<file path="src/rtl/sdram_tester_pkg.sv">
// Shared types and LFSR helper for the SDRAM pattern tester.
// State encoding, tap constant and word size used by tester modules.
package sdram_tester_pkg;

  typedef enum logic [2:0] {
    IDLE,
    WR_REQ,
    WR_WAIT,
    RD_REQ,
    RD_WAIT,
    FIN
  } state_t;

  localparam logic [31:0] LFSR_TAPS = 32'h80200003;
  localparam int unsigned WORD_BYTES = 4;

  function automatic logic [31:0] lfsr_next(input logic [31:0] s);
    return (s >> 1) ^ (s[0] ? LFSR_TAPS : 32'h0);
  endfunction

endpackage

</file>
<file path="src/rtl/sdram_lfsr32.sv">
// 32-bit Galois LFSR pattern source for the SDRAM tester.
// Load takes priority over advance; advance steps once per word.
module sdram_lfsr32
  import sdram_tester_pkg::*;
(
  input  logic        clk,
  input  logic        rst_n,
  input  logic        load,
  input  logic [31:0] seed,
  input  logic        advance,
  output logic [31:0] state
);

  // pattern register: reload on load, shift right on advance
  always_ff @(posedge clk or negedge rst_n) begin
    if (!rst_n) begin
      state <= 32'h1;
    end else if (load) begin
      state <= seed;
    end else if (advance) begin
      state <= lfsr_next(state);
    end
  end

endmodule

</file>
<file path="src/rtl/sdram_pattern_tester.sv">
// Write-then-read LFSR pattern tester on the sdram_ctrl_if client side.
// Optional per-transaction watchdog: define SDRAM_TESTER_TIMEOUT_EN.
module sdram_pattern_tester
  import sdram_tester_pkg::*;
#(
  parameter int ADDR_WIDTH     = 32,
  parameter int CNT_WIDTH      = 24,
  parameter int TIMEOUT_CYCLES = 4096
) (
  input  logic                  clk,
  input  logic                  rst_n,
  input  logic                  start,
  input  logic [ADDR_WIDTH-1:0] base_addr,
  input  logic [CNT_WIDTH-1:0]  num_words,
  input  logic [31:0]           seed,
  output logic                  busy,
  output logic                  done,
  output logic                  pass,
  output logic [15:0]           err_count,
  output logic [ADDR_WIDTH-1:0] first_err_addr,
  output logic [31:0]           first_err_data,
  output logic                  timeout,
  output logic [ADDR_WIDTH-1:0] ctrl_addr,
  output logic                  ctrl_wr,
  output logic                  ctrl_rd,
  output logic [31:0]           ctrl_write_data,
  input  logic                  ctrl_rdy,
  input  logic                  ctrl_wvalid,
  input  logic                  ctrl_rvalid,
  input  logic [31:0]           ctrl_read_data
);

  state_t                state;
  logic [ADDR_WIDTH-1:0] base_q;
  logic [ADDR_WIDTH-1:0] base_in;
  logic [ADDR_WIDTH-1:0] addr_nxt;
  logic [CNT_WIDTH-1:0]  num_q;
  logic [CNT_WIDTH-1:0]  idx;
  logic [31:0]           seed_q;
  logic [31:0]           seed_in;
  logic [31:0]           lfsr_q;
  logic [31:0]           lfsr_seed;
  logic                  lfsr_load;
  logic                  lfsr_adv;
  logic                  last;
  logic                  mis;
  logic                  tmo_fire;
  logic [15:0]           err_nxt;

  assign base_in  = {base_addr[ADDR_WIDTH-1:2], 2'b00};
  assign seed_in  = (seed == 32'h0) ? 32'h1 : seed;
  assign last     = (idx == num_q - CNT_WIDTH'(1));
  assign addr_nxt = base_q
                  + ADDR_WIDTH'(idx + CNT_WIDTH'(1))
                  * ADDR_WIDTH'(WORD_BYTES);
  assign mis      = (ctrl_read_data != lfsr_q);
  assign err_nxt  = (mis && err_count != 16'hFFFF)
                  ? err_count + 16'd1 : err_count;

  sdram_lfsr32 u_lfsr (
    .clk     (clk),
    .rst_n   (rst_n),
    .load    (lfsr_load),
    .seed    (lfsr_seed),
    .advance (lfsr_adv),
    .state   (lfsr_q)
  );

  // pattern sequencing: seed at start and again for the read pass
  always_comb begin
    lfsr_load = 1'b0;
    lfsr_adv  = 1'b0;
    lfsr_seed = seed_q;
    unique case (1'b1)
      (state == IDLE) && start: begin
        lfsr_load = 1'b1;
        lfsr_seed = seed_in;
      end
      (state == WR_WAIT) && ctrl_wvalid && last:
        lfsr_load = 1'b1;
      ((state == WR_WAIT) && ctrl_wvalid && !last) ||
      ((state == RD_WAIT) && ctrl_rvalid):
        lfsr_adv = 1'b1;
      default: ;
    endcase
  end

`ifdef SDRAM_TESTER_TIMEOUT_EN
  logic [15:0] tmo_cnt;
  logic        in_xfer;
  logic        enter_req;

  assign in_xfer   = (state == WR_REQ) || (state == WR_WAIT) ||
                     (state == RD_REQ) || (state == RD_WAIT);
  assign enter_req = ((state == IDLE) && start) ||
                     ((state == WR_WAIT) && ctrl_wvalid) ||
                     ((state == RD_WAIT) && ctrl_rvalid && !last);
  assign tmo_fire  = in_xfer &&
                     (tmo_cnt >= 16'(TIMEOUT_CYCLES - 1));

  // cycles spent on the current transaction
  always_ff @(posedge clk or negedge rst_n) begin
    if (!rst_n) begin
      tmo_cnt <= 16'd0;
    end else if (enter_req) begin
      tmo_cnt <= 16'd0;
    end else if (in_xfer) begin
      tmo_cnt <= tmo_cnt + 16'd1;
    end
  end
`else
  // limit is unused when the watchdog is compiled out
  assign tmo_fire = 1'b0 && (TIMEOUT_CYCLES > 0);
`endif

  // test sequencer with registered bus and status outputs
  always_ff @(posedge clk or negedge rst_n) begin
    if (!rst_n) begin
      state           <= IDLE;
      base_q          <= '0;
      num_q           <= '0;
      idx             <= '0;
      seed_q          <= 32'h0;
      busy            <= 1'b0;
      done            <= 1'b0;
      pass            <= 1'b0;
      err_count       <= 16'd0;
      first_err_addr  <= '0;
      first_err_data  <= 32'h0;
      timeout         <= 1'b0;
      ctrl_addr       <= '0;
      ctrl_wr         <= 1'b0;
      ctrl_rd         <= 1'b0;
      ctrl_write_data <= 32'h0;
    end else begin
      done <= 1'b0;
      unique case (state)
        IDLE: begin
          if (start) begin
            base_q         <= base_in;
            num_q          <= num_words;
            seed_q         <= seed_in;
            idx            <= '0;
            err_count      <= 16'd0;
            first_err_addr <= '0;
            first_err_data <= 32'h0;
            timeout        <= 1'b0;
            if (num_words == '0) begin
              pass  <= 1'b1;
              busy  <= 1'b0;
              done  <= 1'b1;
              state <= FIN;
            end else begin
              pass            <= 1'b0;
              busy            <= 1'b1;
              ctrl_wr         <= 1'b1;
              ctrl_addr       <= base_in;
              ctrl_write_data <= seed_in;
              state           <= WR_REQ;
            end
          end
        end
        WR_REQ, WR_WAIT, RD_REQ, RD_WAIT: begin
          if ((state == WR_REQ) && ctrl_rdy) begin
            ctrl_wr         <= 1'b0;
            ctrl_write_data <= 32'h0;
            state           <= WR_WAIT;
          end else if ((state == RD_REQ) && ctrl_rdy) begin
            ctrl_rd <= 1'b0;
            state   <= RD_WAIT;
          end else if ((state == WR_WAIT) && ctrl_wvalid) begin
            if (last) begin
              idx       <= '0;
              ctrl_rd   <= 1'b1;
              ctrl_addr <= base_q;
              state     <= RD_REQ;
            end else begin
              idx             <= idx + CNT_WIDTH'(1);
              ctrl_wr         <= 1'b1;
              ctrl_addr       <= addr_nxt;
              ctrl_write_data <= lfsr_next(lfsr_q);
              state           <= WR_REQ;
            end
          end else if ((state == RD_WAIT) && ctrl_rvalid) begin
            err_count <= err_nxt;
            if (mis && err_count == 16'd0) begin
              first_err_addr <= ctrl_addr;
              first_err_data <= ctrl_read_data;
            end
            if (last) begin
              pass  <= (err_nxt == 16'd0);
              busy  <= 1'b0;
              done  <= 1'b1;
              state <= FIN;
            end else begin
              idx       <= idx + CNT_WIDTH'(1);
              ctrl_rd   <= 1'b1;
              ctrl_addr <= addr_nxt;
              state     <= RD_REQ;
            end
          end else if (tmo_fire) begin
            ctrl_wr         <= 1'b0;
            ctrl_rd         <= 1'b0;
            ctrl_write_data <= 32'h0;
            timeout         <= 1'b1;
            pass            <= 1'b0;
            busy            <= 1'b0;
            done            <= 1'b1;
            state           <= FIN;
          end
        end
        FIN: state <= IDLE;
        default: state <= IDLE;
      endcase
    end
  end

endmodule

</file>
<file path="config.mk">
export PLATFORM = sky130hd
export DESIGN_NAME = sdram_pattern_tester
export DESIGN_NICKNAME = d
export VERILOG_FILES = /design/src/rtl/sdram_tester_pkg.sv /design/src/rtl/sdram_lfsr32.sv /design/src/rtl/sdram_pattern_tester.sv
export SDC_FILE = /design/constraint.sdc
export NUM_CORES = 1
export LEC_CHECK = 0
export BUFFER_PORTS_ARGS = -buffer_cell sky130_fd_sc_hd__clkbuf_2
export CORE_UTILIZATION = 50
export CTS_BUF_LIST = sky130_fd_sc_hd__clkbuf_8
export CTS_CLUSTER_DIAMETER = 80
export CTS_CLUSTER_SIZE = 8
export DETAILED_ROUTE_END_ITERATION = 10
export GPL_ROUTABILITY_DRIVEN = 0
export PLACE_DENSITY = 0.75
export SKIP_LAST_GASP = 1
export SLEW_MARGIN = 25
export SYNTH_ARGS = -nofsm -noshare
export SYNTH_HDL_FRONTEND = slang
export SYNTH_SLANG_ARGS = --single-unit
</file>
<file path="constraint.sdc">
create_clock -name clk -period 3.74 [get_ports clk]
set_input_delay 0.374 -clock clk [delete_from_list [all_inputs] [get_ports clk]]
set_output_delay 0.374 -clock clk [all_outputs]
set_load 0.01 [all_outputs]
</file>
After elaboration in Yosys (flattened, before gate mapping)
Index checks and enable logic that the tools add are counted.
Widths: inputs -> output; s select.
{ "op_classes": {"bitwise": 2, "muxes": 94, "reduce_logical": 30, "n_eq_ne": 23, "n_addsub": 5} }
{ "op_table": {"columns": ["cell", "count"], "rows": [
  ["$mux 32", 30],
  ["$pmux 32 s2", 4],
  ["$mux 24", 7],
  ["$mux 16", 6],
  ["$pmux 24 s2", 1],
  ["$add 32x27->32", 1],
  ["$logic_not 16->1", 2],
  ["$logic_not 32->1", 1],
  ["$mux 1", 32],
  ["$ne 32x32->1", 1],
  ["$pmux 16 s2", 1],
  ["$xor 31x32->32", 1],
  ["$add 24x1->25 const B", 1],
  ["$add 24x1->24 const B", 1],
  ["$eq 24x24->1", 1],
  ["$logic_not 24->1", 1],
  ["$sub 24x1->24 const B", 1],
  ["$mux 3", 7],
  ["$reduce_and 7->1", 3],
  ["$reduce_and 6->1", 3],
  ["$add 16x1->16 const B", 1],
  ["$ne 16x16->1 const B", 1],
  ["$ne 2x2->1 const B", 8],
  ["$ne 3x3->1 const B", 5],
  ["20 further kinds", 34]
]} }
{ "word_totals": {"word_cells": 170, "reg_bits": 294} }

Logic depth before layout (Yosys ltp)
{ "logic_depth": {"word_depth": 10, "mapped_depth": 18, "depth_no_buf": 17} }

Modules after synthesis
From an unflattened synthesis, not the netlist that was laid out.
{ "hier_totals": {"cells_unflattened": 1552, "area_unflattened_um2": 15808.9} }
{ "modules_own_cells": {"columns": ["module", "cells_per_inst", "area_each_um2", "instances"], "rows": [
  ["sdram_pattern_tester", 1409, 14278.7, 1],
  ["sdram_lfsr32", 143, 1530.2, 1]
]} }

Worst setup path after synthesis
No wires, ideal clock.
{ "synth_path": {"path_kind": "reg2reg", "startpoint": "register num_q[16]", "endpoint": "register ctrl_addr[25]", "path_slack_ps": -277, "required_time_ps": 3658, "path_stages_with_launch": 18, "arrival_time_ps": 3935, "setup_ps": 82, "path_cell_list": "dfrtp_1 or3_1 clkbuf_1 or4_4 a2111oi_2 a211oi_2 inv_1 nand4_2 inv_1 ha_1 a21o_1 a21oi_1 o21ai_1 or2_2 clkbuf_1 clkbuf_1 a21oi_1 o22ai_1"} }
{ "synth_via": {"elab_chain_len": 7, "word_cells_on_any_way": 9, "classes_between": "add/sub (1); eq/ne (2); mux (5); reduce/logical (1)"} }
{ "synth_rtl": {"columns": ["item", "line_no", "source"], "rows": [
  ["start: declaration", "sdram_pattern_tester.sv:37", "logic [CNT_WIDTH-1:0] num_q;"],
  ["start signal: assignment", "sdram_pattern_tester.sv:141", "num_q <= num_words;"],
  ["$sub 24x1->24 (*)", "sdram_pattern_tester.sv:52", "assign last = (idx == num_q - CNT_WIDTH'(1));"],
  ["$eq 24x24->1 (*)", "sdram_pattern_tester.sv:52", null],
  ["$mux 32", "sdram_pattern_tester.sv:172", "if (last) begin"],
  ["$mux 32", "sdram_pattern_tester.sv:171", "end else if ((state == WR_WAIT) && ctrl_wvalid) begin"],
  ["$mux 32", "sdram_pattern_tester.sv:168", "end else if ((state == RD_REQ) && ctrl_rdy) begin"],
  ["$mux 32", "sdram_pattern_tester.sv:164", "if ((state == WR_REQ) && ctrl_rdy) begin"],
  ["$pmux 32 s2", "sdram_pattern_tester.sv:137", "unique case (state)"],
  ["end signal: assignment", "sdram_pattern_tester.sv:157", "ctrl_addr <= base_in;"],
  ["end signal: assignment", "sdram_pattern_tester.sv:175", "ctrl_addr <= base_q;"],
  ["end signal: assignment", "sdram_pattern_tester.sv:180", "ctrl_addr <= addr_nxt;"],
  ["end: declaration", "sdram_pattern_tester.sv:23", "output logic [ADDR_WIDTH-1:0] ctrl_addr,"]
]} }
Every way passes the cells marked *; elsewhere a longest branch is shown, timed or not. The select of a mux whose other input is x is not followed.
A chain may end at the register's enable or synchronous reset.

Worst setup path after layout
{ "layout_path": {"startpoint": "register num_q[2]", "endpoint": "register ctrl_addr[31]"} }
Same word-level chain as after synthesis.

==> flow_summary.html <==
<table>
<tr><th>Metric</th><th>Value</th></tr>
<tr><th colspan="2">Routing</th></tr>
<tr><td>Vias/cell</td><td>6.04</td></tr>
<tr><td>Routed Antenna Nets</td><td>0</td></tr>
<tr><td>Routed WL per cell</td><td>20.5 um</td></tr>
<tr><td>1st-iter DRT viols</td><td>1037</td></tr>
<tr><td>Drt first pass iters</td><td>11</td></tr>
<tr><td>Final WL</td><td>46200 um</td></tr>
<tr><td>Number of vias after detailed routing</td><td>13648</td></tr>
<tr><td>Post-route DRC violation count</td><td>18</td></tr>
<tr><th colspan="2">Synthesis</th></tr>
<tr><td>Post-Synthesis Cells</td><td>1522</td></tr>
<tr><td>Async set-reset flop share out of synthesis</td><td>100%</td></tr>
<tr><td>Primary flip-flop cell chosen by synthesis mapping</td><td>sky130_fd_sc_hd__dfrtp_1</td></tr>
<tr><td>Post-synthesis cell type count</td><td>73</td></tr>
<tr><td>Syn_area_per_cell</td><td>10.4 sq um</td></tr>
<tr><td>Post-synthesis register bit count</td><td>290</td></tr>
<tr><td>Number of synthesis warnings</td><td>0</td></tr>
<tr><td>Number of synthesized flops with an enable pin</td><td>0</td></tr>
<tr><td>Area of the mapped netlist</td><td>15800 sq um</td></tr>
<tr><td>Sequential share of the synthesized area</td><td>46.0%</td></tr>
<tr><th colspan="2">CTS</th></tr>
<tr><td>TritonCTS clock tree</td><td>built</td></tr>
<tr><td>Clock sink count</td><td>290</td></tr>
<tr><td>Clock slew seen by the registers of the worst setup and hold paths</td><td>0.06 ns</td></tr>
<tr><td>Deepest level of the CTS H-tree</td><td>2</td></tr>
<tr><td>Maximum clock path buffer count</td><td>3</td></tr>
<tr><td>CTS Buf Count</td><td>42</td></tr>
<tr><td>Clock tree root driver cell</td><td>sky130_fd_sc_hd__clkbuf_8</td></tr>
<tr><td>Source-to-sink clock delay at the later pin of the worst-skew pair</td><td>0.58 ns</td></tr>
<tr><th colspan="2">Power and ir drop</th></tr>
<tr><td>Switching fraction of total power</td><td>42.4%</td></tr>
<tr><td>Areal power density over the cells</td><td>799 nW/um^2</td></tr>
<tr><td>Part of the total power dissipated in the clock network</td><td>14.7%</td></tr>
<tr><td>Sequential power share</td><td>34.6%</td></tr>
<tr><td>Portion of total power attributed to combinational logic</td><td>50.8%</td></tr>
<tr><td>Worst vdd ir</td><td>712 uV</td></tr>
<tr><td>Cell internal pwr</td><td>8.90 mW</td></tr>
<tr><td>Static power due to leakage</td><td>9.14 nW</td></tr>
<tr><td>Net switching power</td><td>6.55 mW</td></tr>
<tr><th colspan="2">Hold path</th></tr>
<tr><td>Terminating pin of the worst hold path</td><td>num_q[3]</td></tr>
<tr><td>Worst min-delay path category</td><td>input pin to flip-flop</td></tr>
<tr><td>Count of cells along the worst hold path</td><td>3</td></tr>
<tr><td>HP Start</td><td>num_words[3]</td></tr>
<tr><th colspan="2">Worst setup path</th></tr>
<tr><td>Number of cells on the worst reg-to-reg path</td><td>15</td></tr>
<tr><td>Capture instance of the worst register-to-register path</td><td>ctrl_addr[31]</td></tr>
<tr><td>Worst EP arrival</td><td>4.09 ns</td></tr>
<tr><td>Worst setup path start</td><td>num_q[2]</td></tr>
<tr><td>Largest stage delay, worst path</td><td>0.56 ns</td></tr>
<tr><td>Worst path cell trace</td><td>or4_4, o41ai_4, nand4b_1, nor4_4, nand4_4, inv_2, ha_4, a21o_1, a21oi_2, o21ai_2, nor2_4, clkbuf_16, and3_1, a21oi_1, nand3_1</td></tr>
<tr><td>Maximum net fanout on the critical path</td><td>4</td></tr>
<tr><td>CP startpoint kind</td><td>flip-flop</td></tr>
<tr><td>Setup crit end kind</td><td>flip-flop</td></tr>
<tr><td>Startpoint of the most critical register-to-register path</td><td>num_q[2]</td></tr>
<tr><td>Critical-path top delay cell</td><td>sky130_fd_sc_hd__or4_4</td></tr>
<tr><td>Critical path data required time</td><td>4.18 ns</td></tr>
<tr><td>Slack of the worst reg-to-reg path</td><td>0.09 ns</td></tr>
<tr><td>Worst setup path category</td><td>flip-flop to flip-flop</td></tr>
<tr><th colspan="2">Global route</th></tr>
<tr><td>Met2 Use GR</td><td>42.7%</td></tr>
<tr><td>GR met3 Demand/Resource</td><td>5.51%</td></tr>
<tr><td>Maximum number of pins on one net before global-route repair</td><td>99</td></tr>
<tr><td>Global-route wire length before repair</td><td>71600 um</td></tr>
<tr><td>Global route overflow</td><td>0</td></tr>
<tr><td>Met1 global-route usage</td><td>38.3%</td></tr>
<tr><td>Routing layer with the top usage in global route</td><td>met2</td></tr>
<tr><td>Aggregate global-route resource usage</td><td>27.7%</td></tr>
<tr><td>Antenna violations before repair</td><td>2</td></tr>
<tr><td>Vias in the first global route</td><td>13207</td></tr>
<tr><th colspan="2">Cells and area</th></tr>
<tr><td>Fraction of final layout cells with drive strength greater than 1</td><td>32.3%</td></tr>
<tr><td>Fillcell total</td><td>2508</td></tr>
<tr><td>Cell area after layout</td><td>19300 sq um</td></tr>
<tr><td>Layout net count</td><td>2008</td></tr>
<tr><td>Area delta synth-&gt;final</td><td>22.4%</td></tr>
<tr><td>Storage element area</td><td>7260 sq um</td></tr>
<tr><td>Area used by multi-input combinational logic</td><td>8480 sq um</td></tr>
<tr><td>Commonest non-fill, non-tap cell in the layout</td><td>sky130_fd_sc_hd__dfrtp_1</td></tr>
<tr><td>Top library cells by usage in the layout, fill and taps aside</td><td>288 x sky130_fd_sc_hd__dfrtp_1, 267 x sky130_fd_sc_hd__clkbuf_2, 122 x sky130_fd_sc_hd__nand2_1</td></tr>
<tr><th colspan="2">STA</th></tr>
<tr><td>Actual slew at the worst max-slew pin</td><td>0.804 ns</td></tr>
<tr><td>Count of final setup violators</td><td>0</td></tr>
<tr><td>Fin worst setup slack</td><td>0.0864 ns</td></tr>
<tr><td>Worst-case hold slack</td><td>0.0418 ns</td></tr>
<tr><td>Worst-case headroom to the max-slew limit</td><td>46.4%</td></tr>
<tr><td>Final clock period utilization by the worst path</td><td>97.7%</td></tr>
<tr><td>Hold Vio Cnt, Final</td><td>0</td></tr>
<tr><td>Fin Setup TNS</td><td>0 ns</td></tr>
<tr><td>Clock Skews</td><td>0.0348 ns</td></tr>
<tr><td>Final-report max-slew violation count</td><td>0</td></tr>
<tr><td>Max Freq</td><td>0.274 GHz</td></tr>
<tr><td>Crit path time final</td><td>3.65 ns</td></tr>
<tr><td>RSZ-0062 raised after global routing</td><td>yes</td></tr>
<tr><th colspan="2">Place</th></tr>
<tr><td>Number of input and output port buffers inserted</td><td>268</td></tr>
<tr><td>DP Worst Slack</td><td>-0.0297 ns</td></tr>
<tr><td>Cell area after placement</td><td>18000 sq um</td></tr>
<tr><td>DP HPWL</td><td>32300 um</td></tr>
<tr><th colspan="2">Status</th></tr>
<tr><td>Violations in the final reports</td><td>DRC</td></tr>
<tr><td>Run status</td><td>finished, violations left</td></tr>
<tr><th colspan="2">Floorplanning</th></tr>
<tr><td>Floorplan die height</td><td>180 um</td></tr>
<tr><td>Die width</td><td>180 um</td></tr>
<tr><td>I/O pin count</td><td>276</td></tr>
<tr><td>Die footprint</td><td>32300 sq um</td></tr>
<tr><td>Number of placement rows</td><td>64</td></tr>
<tr><td>Initial standard-cell utilization of the core</td><td>51.2%</td></tr>
<tr><td>Core area</td><td>30800 sq um</td></tr>
<tr><th colspan="2">Flow run</th></tr>
<tr><td>Max-cap violation count</td><td>0</td></tr>
</table>
==> layer usage <==
metal  wire (um)  share of wire, %  vias to the layer above
li1            -                 -                     6237
met1       19500                42                     6732
met2       21400                46                      541
met3        3580               7.7                      138
met4        1840               4.0                        0
met5           0                 0                        -
==> registers in the layout (all words and copies together) (netlist names), 3 cells and up <==
signal,cells
ctrl_write_data,32
err_count,16
num_q,24
first_err_data,32
first_err_addr,30
idx,24
base_q,30
ctrl_addr,30
seed_q,32
state,3
u_lfsr.state,32
==> how the worst max path moves through the flow <==
| stage | endpoint | slack (ns) | cells after the start |
|---|---|---|---|
| final | ctrl_addr[31] | 0.09 | 15 |
| after global routing | ctrl_addr[6] | -0.11 | 20 |
| after detailed placement | ctrl_addr[24] | -0.03 | 15 |
| after CTS | ctrl_addr[18] | 0.01 | 18 |
| after floorplan | ctrl_addr[19] | 0.007 | 17 |
| after global placement | ctrl_addr[2] | 0.1 | 16 |
==> layout make-up <==
type                       instances  area share (%)
inverter                          21           0.408
tap                              396            2.56
timing repair buffer             379            12.2
clock buffer                      42            2.99
multi-input combinational       1115            43.9
sequential                       290            37.6
clock inverter                    15           0.421
antenna                            1          0.0129
==> synth_stat cells, types with 28 or more instances <==
cell	instances	area, sq um
sky130_fd_sc_hd__nor3_1	28	140
sky130_fd_sc_hd__mux2_1	29	327
sky130_fd_sc_hd__xor2_1	69	604
sky130_fd_sc_hd__xnor2_1	49	429
sky130_fd_sc_hd__mux2i_1	48	480
sky130_fd_sc_hd__nor4_1	31	194
sky130_fd_sc_hd__a21oi_1	69	345
sky130_fd_sc_hd__ha_1	32	400
sky130_fd_sc_hd__nor2_1	61	229
sky130_fd_sc_hd__dfrtp_1	289	7230
sky130_fd_sc_hd__a22o_1	101	885
sky130_fd_sc_hd__nand2_1	124	465
sky130_fd_sc_hd__clkbuf_1	83	312
sky130_fd_sc_hd__nand3_1	38	190
sky130_fd_sc_hd__mux2_2	87	980
sky130_fd_sc_hd__o21ai_0	100	500
==> through the flow <==
step / power (mW) / std cells / utilization, %
floorplan: 9.98 / 1526 / -
global placement: 12.4 / 2182 / 58.5
detailed placement: 12.6 / 2182 / 58.5
CTS: 14.9 / 2240 / 60.7
global route: 16.4 / 2259 / 62.7
finish: 15.4 / 2259 / 62.7
==> power groups by stage <==
| stage | Clock [mW] | Sequential (mW) | Combinational [mW] |
|---|---|---|---|
| global route | 2.43 | 5.48 | 8.48 |
| CTS | 2.29 | 5.29 | 7.31 |
| finish | 2.26 | 5.34 | 7.84 |
| global placement | 0 | 5.29 | 7.07 |
| detailed placement | 0 | 5.34 | 7.28 |
| floorplan | 0 | 5.36 | 4.62 |
==> worst max-delay path, delay by kind of cell (launching register included) <==
family	cells	cell delay, ns
simple gates	7	1.71
compound gates	5	0.93
flops	1	0.44
buf+inv	2	0.33
fa+ha+maj	1	0.13
==> logic make-up (layout without fill, tap and decap cells) <==
group	Yosys count	after routing	share of synthesized area (%)
xor gates and xnor gates	119	119	6.70
muxes	164	164	11.3
adders and majority gates	33	33	2.66
and+or+nand+nor	393	393	12.7
DFF	290	290	46.0
other	1	6	0.0238
AOI/OAI and AO/OA	401	401	17.3
buffers and inverters	121	457	3.31
==> timing repair <==
action,in CTS,in global routing
hold buffers,1,0
gates resized for setup,2,80
buffers inserted,0,16
endpoints found under the setup margin,17,58
pin swaps,0,34
hold endpoints to repair,91,0
gates cloned,0,3
Power figures use the tool's default switching activity.
